--- src/rtl/chunked_serial_adder.sv ---
// chunked_serial_adder
// Multi-cycle adder/subtractor: adds two WIDTH-bit operands CHUNK bits per
// clock, starting at the least significant chunk. A registered carry links
// consecutive chunks the same way a ripple chain links full-adder stages.
// Operands arrive and results leave over valid/ready handshakes.
module chunked_serial_adder #(
   parameter int WIDTH = 16,
   parameter int CHUNK = 4
) (
   input  logic             clk,
   input  logic             rst_n,
   input  logic             in_valid,
   output logic             in_ready,
   input  logic [WIDTH-1:0] A,
   input  logic [WIDTH-1:0] B,
   input  logic             cin,
   input  logic             sub,
   output logic [WIDTH-1:0] S,
   output logic             cout,
   output logic             ovf,
   output logic             out_valid,
   input  logic             out_ready,
   output logic             busy
);

   localparam int NCHUNK = WIDTH / CHUNK;
   localparam int KW     = (NCHUNK > 1) ? $clog2(NCHUNK) : 1;

   localparam logic [KW-1:0]    K_ZERO     = KW'(0);
   localparam logic [KW-1:0]    K_ONE      = KW'(1);
   localparam logic [KW-1:0]    K_LAST     = KW'(NCHUNK - 1);
   localparam logic [WIDTH-1:0] CHUNK_MASK = WIDTH'({CHUNK{1'b1}});

   typedef enum logic [1:0] {
      IDLE = 2'd0,
      RUN  = 2'd1,
      DONE = 2'd2
   } state_t;

   // Adds one chunk plus carry. Returns {signed overflow, carry out, sum}.
   // The carry into the chunk MSB is recovered as sum_msb ^ x_msb ^ y_msb, so
   // overflow is that carry XOR the chunk carry out; it is only meaningful
   // for the most significant chunk.
   function automatic logic [CHUNK+1:0] chunk_add(
      input logic [CHUNK-1:0] x,
      input logic [CHUNK-1:0] y,
      input logic             c
   );
      logic [CHUNK:0] full;
      logic           msb_carry;
      full      = {1'b0, x} + {1'b0, y} + {{CHUNK{1'b0}}, c};
      msb_carry = x[CHUNK-1] ^ y[CHUNK-1] ^ full[CHUNK-1];
      return {msb_carry ^ full[CHUNK], full[CHUNK], full[CHUNK-1:0]};
   endfunction

   state_t           state_r;
   logic [WIDTH-1:0] a_r;
   logic [WIDTH-1:0] b_r;
   logic [WIDTH-1:0] s_r;
   logic             carry_r;
   logic             cout_r;
   logic             ovf_r;
   logic             out_valid_r;
   logic             busy_r;
   logic [KW-1:0]    k_r;

   logic             in_ready_s;
   logic             accept_s;
   logic [31:0]      base_s;
   logic [CHUNK-1:0] a_chunk_s;
   logic [CHUNK-1:0] b_chunk_s;
   logic [CHUNK+1:0] add_s;
   logic             last_s;
   logic [WIDTH-1:0] s_next_s;

   // Operand acceptance: when idle, or when the finished result is taken
   // by the consumer in this same cycle (back-to-back operation).
   always_comb begin
      in_ready_s = 1'b0;
      if (state_r == IDLE) begin
         in_ready_s = 1'b1;
      end else if (state_r == DONE) begin
         in_ready_s = out_ready;
      end else begin
         in_ready_s = 1'b0;
      end
      accept_s = in_valid && in_ready_s;
   end

   // Chunk datapath: pick chunk k of both operands, add with the running
   // carry and merge the chunk sum into the result word.
   always_comb begin
      base_s    = 32'(k_r) * 32'(CHUNK);
      a_chunk_s = CHUNK'(a_r >> base_s);
      b_chunk_s = CHUNK'(b_r >> base_s);
      add_s     = chunk_add(a_chunk_s, b_chunk_s, carry_r);
      last_s    = (k_r == K_LAST);
      s_next_s  = (s_r & ~(CHUNK_MASK << base_s))
                | (WIDTH'(add_s[CHUNK-1:0]) << base_s);
   end

   // Operation sequencing: accept, ripple one chunk per cycle, hold the
   // result until the consumer takes it.
   always_ff @(posedge clk or negedge rst_n) begin
      if (!rst_n) begin
         state_r     <= IDLE;
         a_r         <= {WIDTH{1'b0}};
         b_r         <= {WIDTH{1'b0}};
         s_r         <= {WIDTH{1'b0}};
         carry_r     <= 1'b0;
         cout_r      <= 1'b0;
         ovf_r       <= 1'b0;
         out_valid_r <= 1'b0;
         busy_r      <= 1'b0;
         k_r         <= K_ZERO;
      end else if (accept_s) begin
         // Subtraction is A + ~B + 1; a set cin then removes one more.
         state_r     <= RUN;
         a_r         <= A;
         b_r         <= sub ? ~B : B;
         carry_r     <= cin ^ sub;
         k_r         <= K_ZERO;
         out_valid_r <= 1'b0;
         busy_r      <= 1'b1;
      end else begin
         case (state_r)
            IDLE: begin
               out_valid_r <= 1'b0;
               busy_r      <= 1'b0;
            end
            RUN: begin
               s_r     <= s_next_s;
               carry_r <= add_s[CHUNK];
               if (last_s) begin
                  cout_r      <= add_s[CHUNK];
                  ovf_r       <= add_s[CHUNK+1];
                  out_valid_r <= 1'b1;
                  busy_r      <= 1'b0;
                  state_r     <= DONE;
               end else begin
                  k_r <= k_r + K_ONE;
               end
            end
            DONE: begin
               // Result registers are left untouched on handoff.
               if (out_ready) begin
                  out_valid_r <= 1'b0;
                  state_r     <= IDLE;
               end else begin
                  out_valid_r <= 1'b1;
               end
            end
            default: begin
               out_valid_r <= 1'b0;
               busy_r      <= 1'b0;
               state_r     <= IDLE;
            end
         endcase
      end
   end

   assign in_ready  = in_ready_s;
   assign S         = s_r;
   assign cout      = cout_r;
   assign ovf       = ovf_r;
   assign out_valid = out_valid_r;
   assign busy      = busy_r;

endmodule

--- config.mk ---
export PLATFORM = sky130hd
export DESIGN_NAME = chunked_serial_adder
export DESIGN_NICKNAME = d
export VERILOG_FILES = /design/src/rtl/chunked_serial_adder.sv
export SDC_FILE = /design/constraint.sdc
export NUM_CORES = 1
export LEC_CHECK = 0
export BUFFER_PORTS_ARGS = -buffer_cell sky130_fd_sc_hd__buf_2
export CAP_MARGIN = 40
export CORE_UTILIZATION = 45
export DETAILED_ROUTE_END_ITERATION = 10
export PLACE_DENSITY = 0.68
export SLEW_MARGIN = 0
export SYNTH_ARGS = -nofsm -noshare
export SYNTH_HDL_FRONTEND = slang
export SYNTH_SLANG_ARGS = --single-unit
export TNS_END_PERCENT = 20
--- constraint.sdc ---
create_clock -name clk -period 5.17 [get_ports clk]
set_clock_uncertainty 0.2 [all_clocks]
set_input_delay 0 -clock clk [delete_from_list [all_inputs] [get_ports clk]]
set_output_delay 0 -clock clk [all_outputs]
set_load 0.05 [all_outputs]
==> impl_metrics.tcl, run 1 <==
set metrics [dict create \
    status "complete, no violations" \
    dominantRegCellSynth "dfrtp_1" \
    drive_gt1_frac 0.2141 \
    grt.total_usage 0.2157 \
    ctsResizeCount 0 \
    synth-seq-area-share 0.5154 \
    ant_nets 0 \
    rsz0062_at_grt "false" \
    stdcell_area_um2 3797 \
    worstHoldStart "sub" \
    area_growth_pct 37.21 \
    ys_async_sr_fraction 1.000 \
    syn_area_um2 2768 \
    insertion_delay_ps 330 \
    grt_pass1_wl_um 10250 \
    cp.arrival_ps 3190 \
    wire_per_inst_um 13.55 \
    final_nets 428 \
    place_congestion 0.7385 \
    crit_fanout 15 \
    tightest_slew_ps 723.0 \
    crit_chain "mux4_2 -> fa_1 -> fa_1 -> a21o_1 -> a21oi_2 -> xnor2_1 -> a21oi_1" \
    rr_startpoint "k_r[0]" \
    setup_viol_count_final 0 \
    power.density_nw_per_um2 649.7 \
    finalWirelength_um 6206 \
    die_area_um2 6468 \
    fin_crit_ps 3188 \
    cts_tree "built" \
    drv_slew 0 \
    syn_area_per_cell_um2 10.37 \
    synth_fp_nets 317 \
    hpwl_um 3866 \
    r2r_slack_ps 1980 \
    hold_end "b_r[6]" \
    end_kind "flop" \
    finalHoldViolCount 0 \
    syn_inst 267 \
    mostFrequentLayoutCells "nand2_1 (87), buf_2 (58), dfrtp_1 (57)" \
    final_common_cell "nand2_1" \
    start_util 0.4675 \
    fp-row-count 28 \
    firstDrtPassIters 4 \
    n_fill_cell 465 \
    via_per_inst 4.976 \
    critPathKind "reg2reg" \
    coreArea_um2 5921 \
    synth_edf_count 0 \
    post-route-period-util 0.6167 \
    drc_errors 0 \
    hold_path.class "in2reg" \
    numCtsBuffers 9 \
    ioPinCount 59 \
    h-tree-depth 3 \
    ys_warn_count 0 \
    port_buffers 58 \
    die_y_um 80.43 \
    timing.rr.end "ovf" \
    antenna_found_initial 0 \
    cts_root_buf "clkbuf_8" \
    grt_max_degree 58 \
    gr-total-overflow 0 \
    grt_pass1_vias 2284 \
    cts_sinks 57 \
    worst_slew_margin_rel 0.5180 \
    required_ps 5180 \
    peakVddDrop_mv 0.3715 \
    yosysTopAreaCellShare 0.5154 \
    startpoint_type "flop" \
    hold_path_depth 3 \
    yosys-top-cells-area "dfrtp_1 (52%), nand2_1 (12%), xnor2_1 (6.3%)" \
    crit_path_frequent_cell "fa_1" \
    cp_slowest_cell "dfrtp_1" \
    clkTransAtPathRegs_ps 60 \
    ys_types 25 \
    place_area_um2 3078 \
    drt-initial-drc-count 117 \
    antennaDiodeCount 0 \
    critPathMaxStageDelay_ps 770 \
    yosysTopAreaCell "dfrtp_1" \
    cts.path.max_buffers 2 \
    die_width_um 80.43 \
    fin_tns_setup_ps 0 \
    synth.ff_latch_count 57 \
    cellLeakagePower_nw 1.839 \
    cap_violations 0 \
    reg2reg_depth 7 \
    fmax_mhz 313.6 \
    num_vias 2279 \
]
metrics by stage:
step | worst slack, ps | hold WS, ps | cells | power (mW) | util
2_1_floorplan | 2283 | -495.6 | 267 | 1.747 | -
3_3_place_gp | 2018 | -21.87 | 389 | 1.971 | 0.5199
3_5_place_dp | 1957 | -15.49 | 389 | 2.012 | 0.5199
4_1_cts | 1952 | 12.52 | 458 | 2.477 | 0.6414
5_1_grt | 1765 | 37.69 | 458 | 2.661 | 0.6414
6_report | 1982 | 17.26 | 458 | 2.467 | 0.6414
worst max-delay path, delay by kind of cell, from the launching register on:
| family | cells | cell delay (ps) |
|---|---|---|
| adder cells (fa/ha/maj) | 2 | 870 |
| flip-flops | 1 | 770 |
| multiplexers | 1 | 620 |
| AO/OA/AOI/OAI | 3 | 470 |
| XOR/XNOR | 1 | 140 |
final cells by class:
cell class              count  area, um2  share of cell area
clock inverters             3      40.04             0.01054
clock buffers              13      148.9             0.03921
flip-flops and latches     57       1426              0.3756
multi-input cells         189       1222              0.3219
well taps                  75      93.84             0.02471
inverters                   8      30.03            0.007908
repair buffers            113      835.8              0.2201
cell families (layout without fill, tap and decap cells):
family | count (synthesis) | count (layout) | share of synthesized area
AND/OR/NAND/NOR | 98 | 98 | 0.1365
flip-flops | 57 | 57 | 0.5154
AO/OA/AOI/OAI | 50 | 50 | 0.1112
XOR/XNOR | 21 | 21 | 0.06646
buffers and inverters | 21 | 137 | 0.04294
adder cells (fa/ha/maj) | 12 | 12 | 0.05968
multiplexers | 8 | 8 | 0.06781
metal layers:
metal	up-vias	part of all wire	track usage
met1	1098	0.44	0.2504
met3	10	0.037	0.06591
li1	1111	-	-
met4	0	0.020	0.1018
met2	60	0.50	0.3619
met5	-	0	0
how the worst max path moves through the flow:
stage / start / end / slack, ps
floorplan: k_r[0] / ovf / 2280
global placement: k_r[0] / ovf / 2020
detailed placement: k_r[0] / ovf / 1960
CTS: k_r[0] / ovf / 1950
global route: k_r[0] / ovf / 1770
finish: k_r[0] / ovf / 1980
what timing repair did:
item | in CTS | in global routing
hold buffers | 53 | 0
buffers inserted | 0 | 0
endpoints found under the hold margin | 98 | 0
registers in the layout, indices dropped and copies added, names as in the netlist, 2 cells and up:
name / flops
S: 16
a_r: 16
b_r: 16
k_r: 2
state_r: 2
power breakdown:
group | total, mW | switching [mW] | leakage [nW] | internal, mW
logic | 1.26 | 0.775 | 1.03 | 0.484
registers | 0.802 | 0.147 | 0.710 | 0.655
clock network | 0.406 | 0.172 | 0.0974 | 0.235
total | 2.47 | 1.09 | 1.84 | 1.37
cell usage after synthesis, types with 3 or more instances:
cell and instances:
nand2_1 87, buf_6 3, mux4_2 6, nor2_1 8
a21oi_1 6, a32o_1 7, o21ai_0 29, dfrtp_1 57
buf_2 7, xnor2_1 20, a21o_1 3, ha_1 10
inv_1 8
Note: power is estimated with default switching activity, not from simulation.
==> run 2: changes to the inputs <==
clock period = 3.3 ns   (was 5.17 ns; I/O delays follow)
==> run 2 against run 1 <==
Against the previous run: critical path depth did not move; global-route usage shrank 0.25 points; critical path type unchanged; hold slack worse by 6.4 ps; via count down 1.3%; power increased by 62%; routed wire length fell by 2.8%; critical endpoint unchanged; setup slack worse by 1600 ps; die area unchanged; clock power grew 82%; sequential share of layout area fell by 0.92 points; fmax increased by 8.6%; combinational power grew 61%; largest power group unchanged.
==> impl_metrics.tcl, run 2 (synthesis gave the netlist of run 1 again) <==
set metrics [dict create \
    cts.path.max_buffers 2 \
    gr-total-overflow 0 \
    coreArea_um2 5921 \
    crit_fanout 10 \
    antenna_found_initial 0 \
    power.density_nw_per_um2 1024 \
    hpwl_um 3931 \
    drt-initial-drc-count 107 \
    end_kind "flop" \
    firstDrtPassIters 4 \
    final_common_cell "nand2_1" \
    cts_sinks 57 \
    insertion_delay_ps 330 \
    h-tree-depth 3 \
    cellLeakagePower_nw 1.885 \
    place_ws_ps 346.8 \
    num_vias 2250 \
    cap_violations 0 \
    mostFrequentLayoutCells "nand2_1 (87), buf_2 (58), dfrtp_1 (57)" \
    crit_chain "mux4_2 -> fa_1 -> fa_1 -> a21o_1 -> a21oi_2 -> xnor2_1 -> a21oi_1" \
    required_ps 3300 \
    die_width_um 80.43 \
    clkTransAtPathRegs_ps 70 \
    grt_pass1_wl_um 10030 \
    cp.arrival_ps 2940 \
    peakVddDrop_mv 0.5633 \
    wire_per_inst_um 13.03 \
    rsz0062_at_grt "false" \
    tightest_slew_ps 609.9 \
    rr_startpoint "k_r[0]" \
    drc_errors 0 \
    fin_crit_ps 2937 \
    critPathMaxStageDelay_ps 590 \
    port_buffers 58 \
    setup_viol_count_final 0 \
    fp-row-count 28 \
    startpoint_type "flop" \
    via_per_inst 4.860 \
    status "complete, no violations" \
    drv_slew 0 \
    start_util 0.4675 \
    hold_path.class "in2reg" \
    worst_slew_margin_rel 0.5934 \
    post-route-period-util 0.8901 \
    cp_top_family "adder cells" \
    crit_path_start "k_r[0]" \
    grt_pass1_vias 2206 \
    cts_tree "built" \
    fin_ws_ps 362.7 \
    ioPinCount 59 \
    critPathKind "reg2reg" \
    die_y_um 80.43 \
    fin_tns_setup_ps 0 \
    crit_path_frequent_cell "fa_1" \
    drive_gt1_frac 0.2268 \
    grt.total_usage 0.2132 \
    place_congestion 0.7828 \
    finalHoldViolCount 0 \
    cp_slowest_cell "dfrtp_1" \
    antennaDiodeCount 0 \
    place_area_um2 3113 \
    post-route-util 0.6574 \
    ant_nets 0 \
    numCtsBuffers 9 \
    cts_setup_buffers 0 \
    die_area_um2 6468 \
    stdcell_area_um2 3892 \
    area_growth_pct 40.64 \
    fmax_mhz 340.5 \
    grt_max_degree 53 \
    path_buf_inv 0 \
    worstHoldStart "sub" \
    cts_root_buf "clkbuf_8" \
    final_nets 433 \
    finalWirelength_um 6033 \
]
-- run 2: cell types whose count changed in the layout (fill, tap and decap cells not counted), sizes merged --
cell / before / now
bufinv: 1 / 2
dlygate4sd3: 53 / 55
clkinvlp: 0 / 1
clkbuf: 13 / 11
buf: 60 / 63
-- run 2: worst paths after layout --
| kind | end | cells past startpoint | slack (ps) |
|---|---|---|---|
| setup / recovery | ovf | 7 | 360 |
| hold / removal | b_r[3] | 3 | 10 |
| setup reg to reg | ovf | 7 | 360 |
| hold reg to reg | a_r[9] | 2 | 270 |
| max in group asynchronous | state_r[1] | 4 | 1790 |
| min in group asynchronous | S[9] | 4 | 530 |
-- run 2: final cells by class --
type                    instances  area, um2
clock buffers                  11      151.4
flip-flops and latches         57       1426
clock inverters                 5      77.57
inverters                       8      30.03
multi-input cells             189       1222
repair buffers                118      890.9
fillers                       459       2028
well taps                      75      93.84
-- run 2: what timing repair did --
action | 4_1_cts | 5_1_grt
resized for setup | 0 | 0
endpoints found under the hold margin | 98 | 0
hold buffers | 55 | 0
-- run 2: worst reg2reg max path: cells and delay by family, from the launching register on --
kind / cells / cell delay [ps]
flops: 1 / 590
mux: 1 / 570
xor+xnor: 1 / 140
fa+ha+maj: 2 / 860
compound gates: 3 / 450
-- run 2: layer usage --
| layer | global-route usage | wire [um] | vias up |
|---|---|---|---|
| li1 | - | - | 1117 |
| met1 | 0.2578 | 2626 | 1059 |
| met2 | 0.3534 | 3042 | 65 |
| met3 | 0.05568 | 255 | 9 |
| met4 | 0.1000 | 108 | 0 |
| met5 | 0 | 0 | - |
-- run 2: power breakdown --
| part | switching [mW] | internal, mW |
|---|---|---|
| Combinational | 1.25 | 0.779 |
| Clock | 0.274 | 0.463 |
| Sequential | 0.199 | 1.03 |
| Total | 1.72 | 2.27 |
-- run 2: per-stage QoR --
stage               hold WS (ps)  power, mW  std cells
floorplan                 -495.6      2.737        267
global placement          -51.96      3.114        391
detailed placement        -374.4      3.171        392
CTS                        1.218      4.008        463
global route               36.23      4.290        463
finish                     10.83      3.988        463
